## config.mk

```make
export PLATFORM = sky130hd
export DESIGN_NAME = two_phase_latch_ctrl
export DESIGN_NICKNAME = d
export VERILOG_FILES = /design/src/rtl/two_phase_pkg.sv /design/src/rtl/phase_counter.sv /design/src/rtl/two_phase_latch_ctrl.sv
export SDC_FILE = /design/constraint.sdc
export NUM_CORES = 1
export LEC_CHECK = 0
export ABC_AREA = 1
export BUFFER_PORTS_ARGS = -buffer_cell sky130_fd_sc_hd__buf_2
export CORE_MARGIN = 5
export CORE_UTILIZATION = 50
export CTS_CLUSTER_SIZE = 40
export DETAILED_ROUTE_END_ITERATION = 6
export GPL_TIMING_DRIVEN = 0
export HOLD_SLACK_MARGIN = 0.1
export PLACE_DENSITY = 0.78
export SLEW_MARGIN = 30
export SYNTH_ARGS = -nofsm -noshare
export SYNTH_HDL_FRONTEND = slang
export SYNTH_SLANG_ARGS = --single-unit
```

## constraint.sdc

```tcl
create_clock -name clk -period 2.1 [get_ports clk]
set_input_delay 0.315 -clock clk [delete_from_list [all_inputs] [get_ports clk]]
set_output_delay 0.315 -clock clk [all_outputs]
set_load 0.005 [all_outputs]
```

## src/rtl/two_phase_pkg.sv

```systemverilog
// rtl/two_phase_pkg.sv - shared state encoding and timing defaults for the latch controller
package two_phase_pkg;

  typedef enum logic [2:0] {
    IDLE   = 3'd0,
    MASTER = 3'd1,
    GAP1   = 3'd2,
    SLAVE  = 3'd3,
    GAP2   = 3'd4,
    DONE   = 3'd5
  } state_t;

  localparam int DEFAULT_PULSE = 2;
  localparam int DEFAULT_GAP   = 1;

  function automatic int max_int(input int a, input int b);
    return (a > b) ? a : b;
  endfunction

endpackage

```

## src/rtl/phase_counter.sv

```systemverilog
// rtl/phase_counter.sv - loadable down-counter timing the current phase, saturates at zero
module phase_counter #(
  parameter int W = 2
) (
  input  logic         clk,
  input  logic         rst_n,
  input  logic         load,
  input  logic [W-1:0] load_val,
  input  logic         dec,
  output logic         zero
);

  logic [W-1:0] count;

  // Load has priority; decrement stops at zero so the count never wraps
  always_ff @(posedge clk or negedge rst_n) begin
    if (!rst_n) begin
      count <= '0;
    end else if (load) begin
      count <= load_val;
    end else if (dec && (count != '0)) begin
      count <= count - 1'b1;
    end
  end

  assign zero = (count == '0);

endmodule

```

## src/rtl/two_phase_latch_ctrl.sv

```systemverilog
// rtl/two_phase_latch_ctrl.sv - non-overlapping master/slave latch enable sequencer
module two_phase_latch_ctrl
  import two_phase_pkg::*;
#(
  parameter int WIDTH = 8,
  parameter int PULSE = DEFAULT_PULSE,
  parameter int GAP   = DEFAULT_GAP
) (
  input  logic             clk,
  input  logic             rst_n,
  input  logic             load_req,
  input  logic [WIDTH-1:0] d_in,
  output logic [WIDTH-1:0] d_out,
  output logic             en_master,
  output logic             en_slave,
  output logic             load_ack,
  output logic             busy
);

  localparam int CW = $clog2(max_int(PULSE, GAP) + 1);

  state_t        state;
  state_t        state_next;
  logic          cnt_load;
  logic          cnt_dec;
  logic          cnt_zero;
  logic [CW-1:0] cnt_val;

  // Counter holds (remaining cycles - 1) of the current phase
  phase_counter #(.W(CW)) u_phase_counter (
    .clk      (clk),
    .rst_n    (rst_n),
    .load     (cnt_load),
    .load_val (cnt_val),
    .dec      (cnt_dec),
    .zero     (cnt_zero)
  );

  // State register
  always_ff @(posedge clk or negedge rst_n) begin
    if (!rst_n) begin
      state <= IDLE;
    end else begin
      state <= state_next;
    end
  end

  // Next state: timed phases advance when the counter has run out
  always_comb begin
    state_next = state;
    case (state)
      IDLE:    if (load_req) state_next = MASTER;
      MASTER:  if (cnt_zero) state_next = GAP1;
      GAP1:    if (cnt_zero) state_next = SLAVE;
      SLAVE:   if (cnt_zero) state_next = GAP2;
      GAP2:    if (cnt_zero) state_next = DONE;
      DONE:    state_next = IDLE;
      default: state_next = IDLE;
    endcase
  end

  // Counter reloads on every state entry with the length of the phase being entered
  always_comb begin
    cnt_load = (state_next != state);
    cnt_dec  = !cnt_zero;
    case (state_next)
      MASTER, SLAVE: cnt_val = CW'(PULSE - 1);
      GAP1, GAP2:    cnt_val = CW'(GAP - 1);
      default:       cnt_val = '0;
    endcase
  end

  // Outputs registered from the next state so they align with the state they describe
  always_ff @(posedge clk or negedge rst_n) begin
    if (!rst_n) begin
      en_master <= 1'b0;
      en_slave  <= 1'b0;
      load_ack  <= 1'b0;
      busy      <= 1'b0;
      d_out     <= '0;
    end else begin
      en_master <= (state_next == MASTER);
      en_slave  <= (state_next == SLAVE);
      load_ack  <= (state_next == DONE);
      busy      <= (state_next != IDLE);
      if ((state == IDLE) && load_req) begin
        d_out <= d_in;
      end
    end
  end

endmodule

```

==> key figures <==
Floorplan
  • Initial cell density of the core: between 50% and 60%
  • Core area: around 1400 µm²
  • Site Rows: 13
  • Floorplan die width: 48.3 µm
  • Ports placed on the boundary: 23
  • Vertical die dimension: between 40 and 50 µm
  • Total Die Area: approximately 2300 µm²

Placed design
  • Weighted congestion reported at the end of routability-driven placement: around 0.80
  • Placed wire-length estimate after detailed placement: approximately 1000 µm
  • Number of buffers added on ports: 22
  • Placed cell count: approximately 100
  • Setup Slack @ Placement: about 0.54 ns

STA
  • Time the final worst path needs with I/O delays and setup: approximately 1.6 ns
  • Unrepaired setup endpoints after global routing: no
  • Fin worst setup slack: around 0.54 ns
  • Max frequency: roughly 640 MHz
  • Number of endpoints failing setup at the final stage: 0
  • Slew HR: between 70 and 80%
  • Final hold vios: 0
  • Maximum clock skew at final layout: 0.00159 ns
  • Number of max-slew violations in the final report: 0
  • Final worst path period share: 74.4%
  • Setup TNS: 0 ns
  • Slew at the pin closest to its max-slew limit: between 0.3 and 0.4 ns

Hold path
  • Worst min-delay path class: in -> reg

Critical path
  • Worst setup path endpoint: busy
  • Crit Reg-Reg Endpoint: busy
  • Startpoint type of the worst setup path: register
  • Worst setup EP type: register
  • Cell mode on critical path: nand2_2
  • R2R Setup Slk: around 0.54 ns
  • Startpoint-to-endpoint class of the critical path: reg -> reg
  • Slowest Stage Delay on Critical Path: 0.40 ns
  • FF-to-FF path depth: 8
  • Required time at the endpoint of the critical path: about 2.3 ns
  • Origin of the worst setup path: u_phase_counter.count[0]
  • Maximum fanout along the worst path: 5
  • WP data arrival: approximately 1.7 ns
  • Master of the slowest instance on the critical path: dfrtp_1
  • Critical Path, Cell by Cell: inv_1 -> ha_1 -> nand2_2 -> o21ai_2 -> inv_2 -> nand2_2 -> o21ai_1 -> or2_1
  • Reg2reg start: u_phase_counter.count[0]

Final layout
  • Final net count: around 110
  • Register area: 425 µm²
  • Number of filler cells placed in the layout: approximately 110
  • Combined area of the multi-input logic cells: around 270 µm²
  • Area added between synthesis and finish: 22.7%
  • Fraction of layout instances using a drive strength above 1: about 49%
  • Final cell count without fillers: 107
  • Final standard cell utilization of the core: 66.7%
  • Number of diodes added for antenna fixing: 0

Routing
  • Post-detailed-route DRC marker count: 0
  • Post-detailed-route wirelength per cell: about 12 µm
  • First-pass iteration count of the detailed router: 2
  • Post-detailed-route via-to-cell ratio: about 4.8
  • Detailed-route via count: between 500 and 600
  • Count of nets left with antenna violations after detail routing: 0
  • Post-Route WL: around 1300 µm
  • Starting DRC count in detailed routing: 4

Logic synthesis
  • Avg Synthesized Cell Area: approximately 11 µm²
  • Post-synthesis register bit count: 17
  • Yosys warnings: 0
  • Portion of the post-synthesis area used by sequential elements: between 50 and 60%
  • Post-synthesis instance area: 734 µm²
  • Net count after synthesis: 77
  • Unique masters post-synth: 21
  • Count of mapped cells out of synthesis: between 60 and 70

Clock tree
  • Root Buffer Master: clkbuf_4
  • Buffers inserted by post-CTS timing repair: 0
  • Worst skew pair latency: approximately 0.28 ns
  • CTS buffer count: 3
  • Sinks on the clock net: 17
  • Max Buffers Root-to-Sink: 2
  • H-tree levels: 1
  • Clock-pin slew on the worst setup and hold paths: approximately 0.09 ns
  • TritonCTS clock tree: built

Pwr
  • Power per cell area: about 1600 nW/µm²
  • P_leak: about 0.00047 µW
  • Largest vdd supply drop: 0.000850 V

Global route
  • Wire length of the first global-routing pass: between 2000 and 2500 µm
  • Met1 Track Usage GR: 13.2%
  • Most utilized layer in the global route result: met2
  • Combined global-route utilization of all metal layers: roughly 11%
  • Met2 routing resource usage after global routing: between 10% and 20%
  • Pin count of the biggest net entering global routing: 18
  • Via count of the first global-routing pass: around 510
  • Grt ovf: 0
  • Initial antenna violation count: 0
  • Global-route met3 utilization: approximately 4.6%

Outcome
  • Run status: complete, no violations

Flow run
  • Max_cap viols: 0
[layout make-up]
type                    count  area share [%]
clock inverters             1           0.556
inverters                  10            4.17
well taps                  15            2.08
flip-flops and latches     17            47.2
clock buffers               3            2.50
multi-input cells          38            30.1
repair buffers             23            13.3
[where the power goes]
part	switching, µW	leakage [µW]	internal [µW]
Sequential	72.7	0.000208	480
Combinational	396	0.000243	324
Clock	96.3	0.0000177	70.7
Total	565	0.000469	875
[per-layer routing]
metal  wire (µm)  share of wire [%]
met4           0                  0
met2         621                 49
met3         121                9.6
met1         522                 41
met5           0                  0
[through the flow]
step | hold slack [ns] | power [µW] | instance area (µm²)
3_5_place_dp | 0.252 | 1290 | 863
5_1_grt | 0.247 | 1560 | 901
6_report | 0.258 | 1440 | 901
4_1_cts | 0.250 | 1470 | 901
3_3_place_gp | 0.251 | 1250 | 863
2_1_floorplan | 0.0194 | 1080 | 734
[cell usage in the layout (no fill, tap or decap), types with 2 or more instances in the layout]
master and n:
clkbuf_4 3, nor2_1 7, buf_2 22, inv_1 7
dfrtp_1 17, mux2_2 8, nand2_1 6, nor2_2 2
inv_2 2, nand2_2 3
[critical path, delay by kind of cell (launching register included)]
| family | cells | cell delay (ns) |
|---|---|---|
| flip-flops | 1 | 0.40 |
| AND/OR/NAND/NOR | 3 | 0.43 |
| AO/OA/AOI/OAI | 2 | 0.23 |
| adder cells (fa/ha/maj) | 1 | 0.27 |
| buffers and inverters | 2 | 0.13 |
[cells in the mapped netlist]
cell type,count,area (µm²)
a21oi_1,1,5.00
a21oi_2,1,8.76
clkinv_1,1,3.75
dfrtp_1,17,425
ha_1,1,12.5
inv_1,7,26.3
inv_2,2,7.51
mux2_2,8,90.1
nand2_1,6,22.5
nand2_2,3,18.8
nand2_4,1,11.3
nand3_1,1,5.00
nand3_4,1,17.5
nand4_1,1,6.26
nor2_1,7,26.3
nor2_2,2,12.5
nor4_1,1,6.26
o21ai_1,1,5.00
o21ai_2,1,8.76
or2_1,1,6.26
xnor2_1,1,8.76
[what timing repair did]
| action | in CTS | in global routing |
|---|---|---|
| endpoints found under the hold margin | 17 | 0 |
| resized for setup | 0 | 0 |
| hold buffers | 1 | 0 |
[registers in the layout, summed over array words and instances (netlist names)]
register,flops
en_slave,1
load_ack,1
busy,1
d_out,8
state,3
u_phase_counter.count,2
en_master,1
[worst min path at each step]
stage	from	to	cells after the start
final	d_in[2]	d_out[2]	2
after global placement	rst_n	d_out[7]	1
after detailed placement	rst_n	d_out[7]	1
after floorplan	rst_n	busy	0
after global routing	d_in[2]	d_out[2]	2
after CTS	d_in[0]	d_out[0]	2
[logic make-up after synthesis]
| kind of cell | synth area share, % |
|---|---|
| buffers and inverters | 5.11 |
| xor gates and xnor gates | 1.19 |
| adders and majority gates | 1.70 |
| DFF | 57.9 |
| muxes | 12.3 |
| and+or+nand+nor | 18.1 |
| AOI/OAI and AO/OA | 3.75 |
No activity file was read; power rests on OpenSTA's default activity.
